[src/rtl/scan_capture_regbank.sv]
// Scan-capture register bank: bus-accessible control registers, DUT input
// drive words, parallel DUT output snapshot, and per-chain DFT capture
// buffers with full/overflow tracking.
module scan_capture_regbank #(
  parameter int P_SC_NBR    = 4,
  parameter int P_SC_DEPTH  = 8,
  parameter int P_IN_WORDS  = 8,
  parameter int P_OUT_WORDS = 8
) (
  input  logic                     clk,
  input  logic                     reset,
  input  logic                     wr_en,
  input  logic [31:0]              wr_addr,
  input  logic [31:0]              wr_data,
  input  logic                     rd_en,
  input  logic [31:0]              rd_addr,
  output logic [31:0]              rd_data,
  output logic                     rd_valid,
  output logic                     rd_err,
  output logic [32*P_IN_WORDS-1:0] dut_input_vec,
  input  logic [32*P_OUT_WORDS-1:0] dut_output_vec,
  input  logic                     dut_output_capture,
  input  logic [P_SC_NBR-1:0]      dft_valid,
  input  logic [32*P_SC_NBR-1:0]   dft_data,
  output logic [P_SC_NBR-1:0]      dft_full,
  input  logic [31:0]              ctrl_state,
  output logic [31:0]              ctrl_opcode,
  output logic [31:0]              ctrl_config,
  output logic                     opcode_valid
);

  // Slot index width, pointer width (one extra bit so "full" is representable),
  // chain index width, and the width of a buffer-region offset.
  localparam int AW = $clog2(P_SC_DEPTH);
  localparam int PW = AW + 1;
  localparam int CW = (P_SC_NBR > 1) ? $clog2(P_SC_NBR) : 1;
  localparam int OW = AW + CW;
  localparam logic [31:0] BUF_BASE = 32'h100;
  localparam logic [31:0] BUF_END  = 32'h100 + 32'(P_SC_NBR * P_SC_DEPTH);

  logic [31:0] opcode_q;
  logic [31:0] config_q;
  logic        opcode_valid_q;
  logic [31:0] din_q  [P_IN_WORDS];
  logic [31:0] dout_q [P_OUT_WORDS];
  logic [31:0] chain_rd [P_SC_NBR];
  logic [P_SC_NBR-1:0] ovf_vec;
  logic [P_SC_NBR-1:0] full_vec;

  logic [31:0] rd_data_q, rd_data_d;
  logic        rd_valid_q;
  logic        rd_err_q, rd_err_d;

  logic wr_opcode, wr_config, wr_clear;
  assign wr_opcode = wr_en && (wr_addr == 32'h0);
  assign wr_config = wr_en && (wr_addr == 32'h2);
  assign wr_clear  = wr_en && (wr_addr == 32'h4);

  // Buffer-region offset, truncated to the bits that select chain and slot;
  // the range check on the full address keeps the truncation safe.
  logic [OW-1:0] buf_off;
  logic [AW-1:0] buf_slot;
  logic [CW-1:0] buf_chain;
  assign buf_off   = rd_addr[OW-1:0] - OW'(BUF_BASE);
  assign buf_slot  = buf_off[AW-1:0];
  assign buf_chain = buf_off[OW-1:AW];

  // OPCODE/CONFIG registers and the opcode strobe that accompanies each OPCODE write.
  always_ff @(posedge clk or posedge reset) begin
    if (reset) begin
      opcode_q       <= 32'h0;
      config_q       <= 32'h0;
      opcode_valid_q <= 1'b0;
    end else begin
      opcode_valid_q <= wr_opcode;
      if (wr_opcode) opcode_q <= wr_data;
      if (wr_config) config_q <= wr_data;
    end
  end

  genvar gi;

  generate
    for (gi = 0; gi < P_IN_WORDS; gi++) begin : g_din
      // DUT input word: written from the bus at 0x10+gi.
      always_ff @(posedge clk or posedge reset) begin
        if (reset) din_q[gi] <= 32'h0;
        else if (wr_en && (wr_addr == 32'h10 + 32'(gi))) din_q[gi] <= wr_data;
      end
      assign dut_input_vec[32*gi +: 32] = din_q[gi];
    end

    for (gi = 0; gi < P_OUT_WORDS; gi++) begin : g_dout
      // DUT output snapshot word: all words load together on the capture strobe.
      always_ff @(posedge clk or posedge reset) begin
        if (reset) dout_q[gi] <= 32'h0;
        else if (dut_output_capture) dout_q[gi] <= dut_output_vec[32*gi +: 32];
      end
    end

    for (gi = 0; gi < P_SC_NBR; gi++) begin : g_chain
      logic [PW-1:0] ptr_q, ptr_d;
      logic          ovf_q, ovf_d;
      logic [31:0]   mem_q [P_SC_DEPTH];
      logic          full, clr, store;

      assign full  = (ptr_q == PW'(P_SC_DEPTH));
      // A clear on this chain pre-empts any same-cycle capture.
      assign clr   = wr_clear && wr_data[gi];
      assign store = dft_valid[gi] && !full && !clr;

      // Pointer/overflow next state: clear wins, pointer saturates at depth.
      always_comb begin
        ptr_d = ptr_q;
        ovf_d = ovf_q;
        if (clr) begin
          ptr_d = '0;
          ovf_d = 1'b0;
        end else if (dft_valid[gi]) begin
          if (full) ovf_d = 1'b1;
          else      ptr_d = ptr_q + PW'(1);
        end
      end

      // Pointer and sticky overflow state.
      always_ff @(posedge clk or posedge reset) begin
        if (reset) begin
          ptr_q <= '0;
          ovf_q <= 1'b0;
        end else begin
          ptr_q <= ptr_d;
          ovf_q <= ovf_d;
        end
      end

      // Capture buffer: contents survive CLEAR, only reset zeroes them.
      always_ff @(posedge clk or posedge reset) begin
        if (reset) begin
          for (int j = 0; j < P_SC_DEPTH; j++) mem_q[j] <= 32'h0;
        end else if (store) begin
          mem_q[ptr_q[AW-1:0]] <= dft_data[32*gi +: 32];
        end
      end

      assign full_vec[gi] = full;
      assign ovf_vec[gi]  = ovf_q;
      assign chain_rd[gi] = mem_q[buf_slot];
    end
  endgenerate

  // Read decode from current register values, so a same-cycle write is not seen.
  always_comb begin
    rd_data_d = 32'h0;
    rd_err_d  = 1'b1;
    case (rd_addr)
      32'h0: begin rd_data_d = opcode_q;   rd_err_d = 1'b0; end
      32'h1: begin rd_data_d = ctrl_state; rd_err_d = 1'b0; end
      32'h2: begin rd_data_d = config_q;   rd_err_d = 1'b0; end
      32'h3: begin rd_data_d = {16'(ovf_vec), 16'(full_vec)}; rd_err_d = 1'b0; end
      32'h4: begin rd_data_d = 32'h0;      rd_err_d = 1'b0; end
      default: ;
    endcase
    for (int k = 0; k < P_IN_WORDS; k++) begin
      if (rd_addr == 32'h10 + 32'(k)) begin
        rd_data_d = din_q[k];
        rd_err_d  = 1'b0;
      end
    end
    for (int k = 0; k < P_OUT_WORDS; k++) begin
      if (rd_addr == 32'h20 + 32'(k)) begin
        rd_data_d = dout_q[k];
        rd_err_d  = 1'b0;
      end
    end
    if (rd_addr >= BUF_BASE && rd_addr < BUF_END) begin
      rd_err_d = 1'b0;
      for (int i = 0; i < P_SC_NBR; i++) begin
        if (buf_chain == CW'(i)) rd_data_d = chain_rd[i];
      end
    end
  end

  // Registered read port: data holds between reads, valid/err pulse with each read.
  always_ff @(posedge clk or posedge reset) begin
    if (reset) begin
      rd_data_q  <= 32'h0;
      rd_valid_q <= 1'b0;
      rd_err_q   <= 1'b0;
    end else begin
      rd_valid_q <= rd_en;
      rd_err_q   <= rd_en && rd_err_d;
      if (rd_en) rd_data_q <= rd_data_d;
    end
  end

  assign rd_data      = rd_data_q;
  assign rd_valid     = rd_valid_q;
  assign rd_err       = rd_err_q;
  assign ctrl_opcode  = opcode_q;
  assign ctrl_config  = config_q;
  assign opcode_valid = opcode_valid_q;
  assign dft_full     = full_vec;

endmodule

[config.mk]
export PLATFORM = sky130hd
export DESIGN_NAME = scan_capture_regbank
export DESIGN_NICKNAME = d
export VERILOG_FILES = /design/src/rtl/scan_capture_regbank.sv
export SDC_FILE = /design/constraint.sdc
export NUM_CORES = 2
export LEC_CHECK = 0
export BUFFER_PORTS_ARGS = -buffer_cell sky130_fd_sc_hd__buf_4
export CAP_MARGIN = 40
export CORE_MARGIN = 2
export CORE_UTILIZATION = 28
export CTS_CLUSTER_SIZE = 16
export DETAILED_ROUTE_END_ITERATION = 7
export GPL_ROUTABILITY_DRIVEN = 0
export PLACE_DENSITY_LB_ADDON = 0.3
export SETUP_SLACK_MARGIN = 0.15
export SLEW_MARGIN = 25
export SYNTH_ARGS = -nofsm -noshare
export SYNTH_HDL_FRONTEND = slang
export SYNTH_SLANG_ARGS = --single-unit
[constraint.sdc]
create_clock -name clk -period 46 [get_ports clk]
set_input_delay 2.3 -clock clk [delete_from_list [all_inputs] [get_ports clk]]
set_output_delay 2.3 -clock clk [all_outputs]
set_load 0.05 [all_outputs]
Word-level counts from Yosys, hierarchy flattened
Cells that the tools add are included.
Operators by class
  eq/ne operators: 41
  add/sub/neg operators: 4
  bitwise gates (word level): 5
  order comparisons: 11
  reductions and logical operators: 57
  muxes and demuxes: 88
Operators by type and width (number)
  2-to-1 mux 32 bit: 33
  bitwise mux 256 bit: 4
  == test 32 x 5 -> 1 bit (second input constant): 16
  binary-select mux 32 bit (select 3 bit): 4
  demux 32 bit (select 3 bit): 4
  == test 32 x 6 -> 1 bit (second input constant): 8
  case mux 32 bit (4 select lines): 1
  == test 32 x 2 -> 1 bit (second input constant): 3
  == test 32 x 3 -> 1 bit (second input constant): 2
  zero test 32 bit: 2
  2-to-1 mux 4 bit: 12
  == test 32 x 1 -> 1 bit (second input constant): 1
  >= comparator 32 x 9 -> 1 bit (second input constant): 1
  less-than comparator 32 x 9 -> 1 bit (second input constant): 1
  2-to-1 mux 1 bit: 30
  logical AND 1 bit: 29
  >= comparator 4 bit (second input constant): 5
  NOT 3 -> 4 bit: 5
  adder 4 x 1 -> 4 bit (second input constant): 4
  == test 4 bit (second input constant): 4
  less-than comparator 4 x 1 -> 1 bit (second input constant): 4
  AND reduction 2 bit: 8
  nonzero test 2 bit: 8
  zero test 1 bit: 8
  5 further kinds: 9
Storage, ports and cells
  output and inout port bits: 359
  bits in registers: 1655
  logic and storage cells: 268
  bits of input ports: 521

Depth between registers and ports, before layout
  depth after elaboration: 23
  depth in mapped cells: 13
  depth with buffers taken out: 9

Least setup slack after synthesis
OpenSTA, ideal clock, no wires.
  kind: input-to-reg
  from: input port rd_addr[1]
  to: register rd_data_q[2] (netlist: rd_data[2])
  data required time: 45.868 ns
  stages on the path: 9
  setup slack: 41.459 ns
  arrival time: 4.409 ns
  setup time: 0.132 ns
  path through: buf_2 -> buf_4 -> buf_2 -> clkbuf_1 -> mux4_2 -> mux4_2 -> mux2_2 -> o21ai_0 -> a21oi_1
Between the ends
  longest elaborated chain between the ends: 23
  elaborated cells on any way between the ends: 58
  classes of those cells: order compare: 2; eq/ne: 19; mux: 34; bitwise: 1; reduce/logical: 2
Ends and longest elaborated chain
  from (decl): line 16  | input logic [31:0] rd_addr,
  == test 32 x 2 -> 1 bit (tied with other cells): line 155  | case (rd_addr)
  case mux 32 bit (4 select lines): line 155
  2-to-1 mux 32 bit (8 in a row): line 164  | if (rd_addr == 32'h10 + 32'(k)) begin
  2-to-1 mux 32 bit (8 in a row): line 170  | if (rd_addr == 32'h20 + 32'(k)) begin
  2-to-1 mux 32 bit (4 in a row): line 178  | if (buf_chain == CW'(i)) rd_data_d = chain_rd[i];
  2-to-1 mux 32 bit (*): line 175  | if (rd_addr >= BUF_BASE && rd_addr < BUF_END) begin
  to (signal assigned): line 192  | if (rd_en) rd_data_q <= rd_data_d;
  to (decl): line 50  | logic [31:0] rd_data_q, rd_data_d;
Every way passes the cells marked *; elsewhere a longest branch is shown, timed or not. The select of a mux whose other input is x is not followed.
A chain may end at the register's enable or synchronous reset.

Final worst setup path
  from: input port rd_addr[0]
  to: register rd_data_q[19] (netlist: rd_data[19])
Same word-level chain as after synthesis.

==> metrics.cfg <==
[grt]
grt_antenna_before_repair=102
overflow=0
first_global_vias=54700
grt_max_degree=159
grtUsageTotal_pct=24.3
grt_pass1_wl_um=473000

[finish]
nets=6618
design_area_sq_mm=0.0941
area_growth_pct=22.5
stdcell_count=9833
drive_above_1_share_pct=54.0

[sta]
skew_ps=40.3
hold_viol_final=0
hold_ws_ps=488
drv_slew=0
rsz0062_at_grt=no
min_period_over_period_pct=13.5
final-setup-viol-count=0
relSlewSlack_pct=26.9
max_freq_mhz=161
min_period_ps=6190
setup_tns_ps=0
worst_pin_slew_ps=1090

[synth]
ys_types=100
async_reset_ff_share_pct=100
ys_warn_count=0
synth_seq_cells=1655
synth_area_sq_mm=0.0768
ys.flop_type=dfrtp_1
syn_avg_cell_area_sq_um=14.7
syn_inst=5240
synth_edf_count=0
yosysSeqAreaShare_pct=53.9
synth_nets=5769

[detailed_routing]
routed_wl_um=346000
drt_iter0_drc=5562
drc=0
drtAntennaViolNets=0
vias=53900
drt-vias-per-instance=5.48
first_pass_iters=8
wire_per_inst_um=35.2

[clock_network]
h-tree-depth=4
cts_resized=0
cts_hold_buf=0
cts.sinks=1655
clockBufferDepth=3
cts_tree=built
root_buffer=clkbuf_16
insertion_delay_ps=840
postCtsSetupBuffers=0
clkTransAtPathRegs_ps=60
numCtsBuffers=179

[die]
fp-row-count=192
die_x_um=528
start_util_pct=28.1
io_pins=880
die_y_um=528
die_area_sq_mm=0.279
coreArea_sq_mm=0.273

[setup_path]
crit_fanout=83
critPathKind=input pin to flop
startpoint_type=input pin
crit_arrival_ps=6880
crit_path_end_kind=flop
cp.required_ps=46680
reg2reg_depth=8

[placed_design]
place_hpwl_um=253000
dp_cells=9482
place_area_sq_mm=0.0879
port_buffers=879

[pwr]
power_density_mw_per_mm2=52.6
leakagePower_uw=0.0406
peakVddDrop_uv=32.4

[flow_run]
timing.max_cap.violations=0

[worst_hold_path]
worstHoldPathType=flop to flop
whs_path_depth=1

[run_status]
status=finished clean

[metrics by stage]
step	power [uW]	setup WS, ps	utilization (%)
floorplan	3090	20760	-
global placement	3430	38660	31.9
detailed placement	3500	38650	32.1
CTS	4990	39530	34.3
global route	5180	39530	34.4
finish	4950	39810	34.4
[path summary, 6_finish.rpt]
check                                startpoint                    end  slack [ps]
max reg2reg                 g_chain[0].ptr_q[0]  g_chain[0].mem_q[203]       42150
max                                  rd_addr[0]            rd_data[19]       39810
max in group asynchronous                 reset   g_chain[2].mem_q[31]       40330
min reg2reg                g_chain[0].mem_q[57]   g_chain[0].mem_q[57]         490
min in group asynchronous                 reset         ctrl_opcode[7]        1570
min                        g_chain[0].mem_q[57]   g_chain[0].mem_q[57]         490
[metal layers]
layer	track usage, %	share of wire (%)	vias to the layer above
met5	0	0.16	-
li1	-	-	21600
met4	13.0	6.5	84
met2	39.5	47	2566
met3	6.06	7.8	778
met1	29.7	39	28900
[cells in the mapped netlist (38+ instances only)]
cell / n / area share, %
nor3_1: 76 / 0.50
a22oi_1: 39 / 0.38
a21oi_1: 106 / 0.69
a211oi_1: 38 / 0.37
buf_2: 152 / 0.99
o21ai_0: 128 / 0.83
nand3_1: 39 / 0.25
mux2_2: 1593 / 23
nand2_1: 118 / 0.58
clkbuf_1: 129 / 0.63
buf_4: 50 / 0.49
nor2_1: 139 / 0.68
mux2i_1: 48 / 0.63
mux4_2: 312 / 9.1
dfrtp_1: 1655 / 54
[cell type report]
type / count / area, sq um
Inverter: 38 / 146
Tap cell: 3589 / 4490
Clock inverter: 47 / 681
Timing Repair Buffer: 1066 / 8520
Fill cell: 26600 / 179000
Multi-Input combinational cell: 3149 / 33600
Sequential cell: 1655 / 41400
Antenna cell: 18 / 45.0
Clock buffer: 271 / 5240
[power breakdown]
part / internal (uW) / switching [uW]
registers: 1950 / 260
logic: 739 / 523
clock network: 858 / 622
[state kept, by name (all words and copies together), names as in the netlist]
name	count
dout_q	256
opcode_valid	1
rd_valid	1
ctrl_opcode	32
g_chain.mem_q	1024
rd_err	1
g_chain.ptr_q	16
ctrl_config	32
dut_input_vec	256
g_chain.ovf_q	4
rd_data	32
[worst max-delay path, stage by stage]
cell       delay (ps)
buf_8             390
buf_12            510
buf_4             720
buf_4             660
mux4_2            600
mux2i_1           170
o22ai_1           110
a2111oi_1         810
o21bai_1          240
a211oi_2           50
[kinds of logic after synthesis]
kind of cell               after synthesis  share of synthesized area, %
muxes                                 1971                          33.4
DFF                                   1655                          53.9
and+or+nand+nor                        591                          4.54
AOI/OAI and AO/OA                      569                          5.10
buffers and inverters                  436                          2.83
xor gates and xnor gates                10                         0.114
adders and majority gates                8                         0.130
[placed cells by master, fill, tap and decap left out, drive strengths merged, types with 8 or more instances in the layout]
cell type,instances
and2,18
nor2b,8
dfrtp,1655
nand2b,18
o211ai,20
nor4b,10
a21oi,106
and3,23
a221o,9
a222oi,19
ha,8
o21ai,132
nor3,83
clkinv,22
nand3,41
a211oi,41
clkbuf,273
a2bb2oi,9
nand2,119
a2111oi,20
nor2,145
inv,45
o22ai,33
buf,1064
o2111ai,8
nor4,50
diode,18
a22oi,40
a32oi,8
nand4,40
mux2,1611
bufinv,13
mux4,312
a221oi,30
o221ai,17
a31oi,14
mux2i,48
No activity file was read; power rests on OpenSTA's default activity.
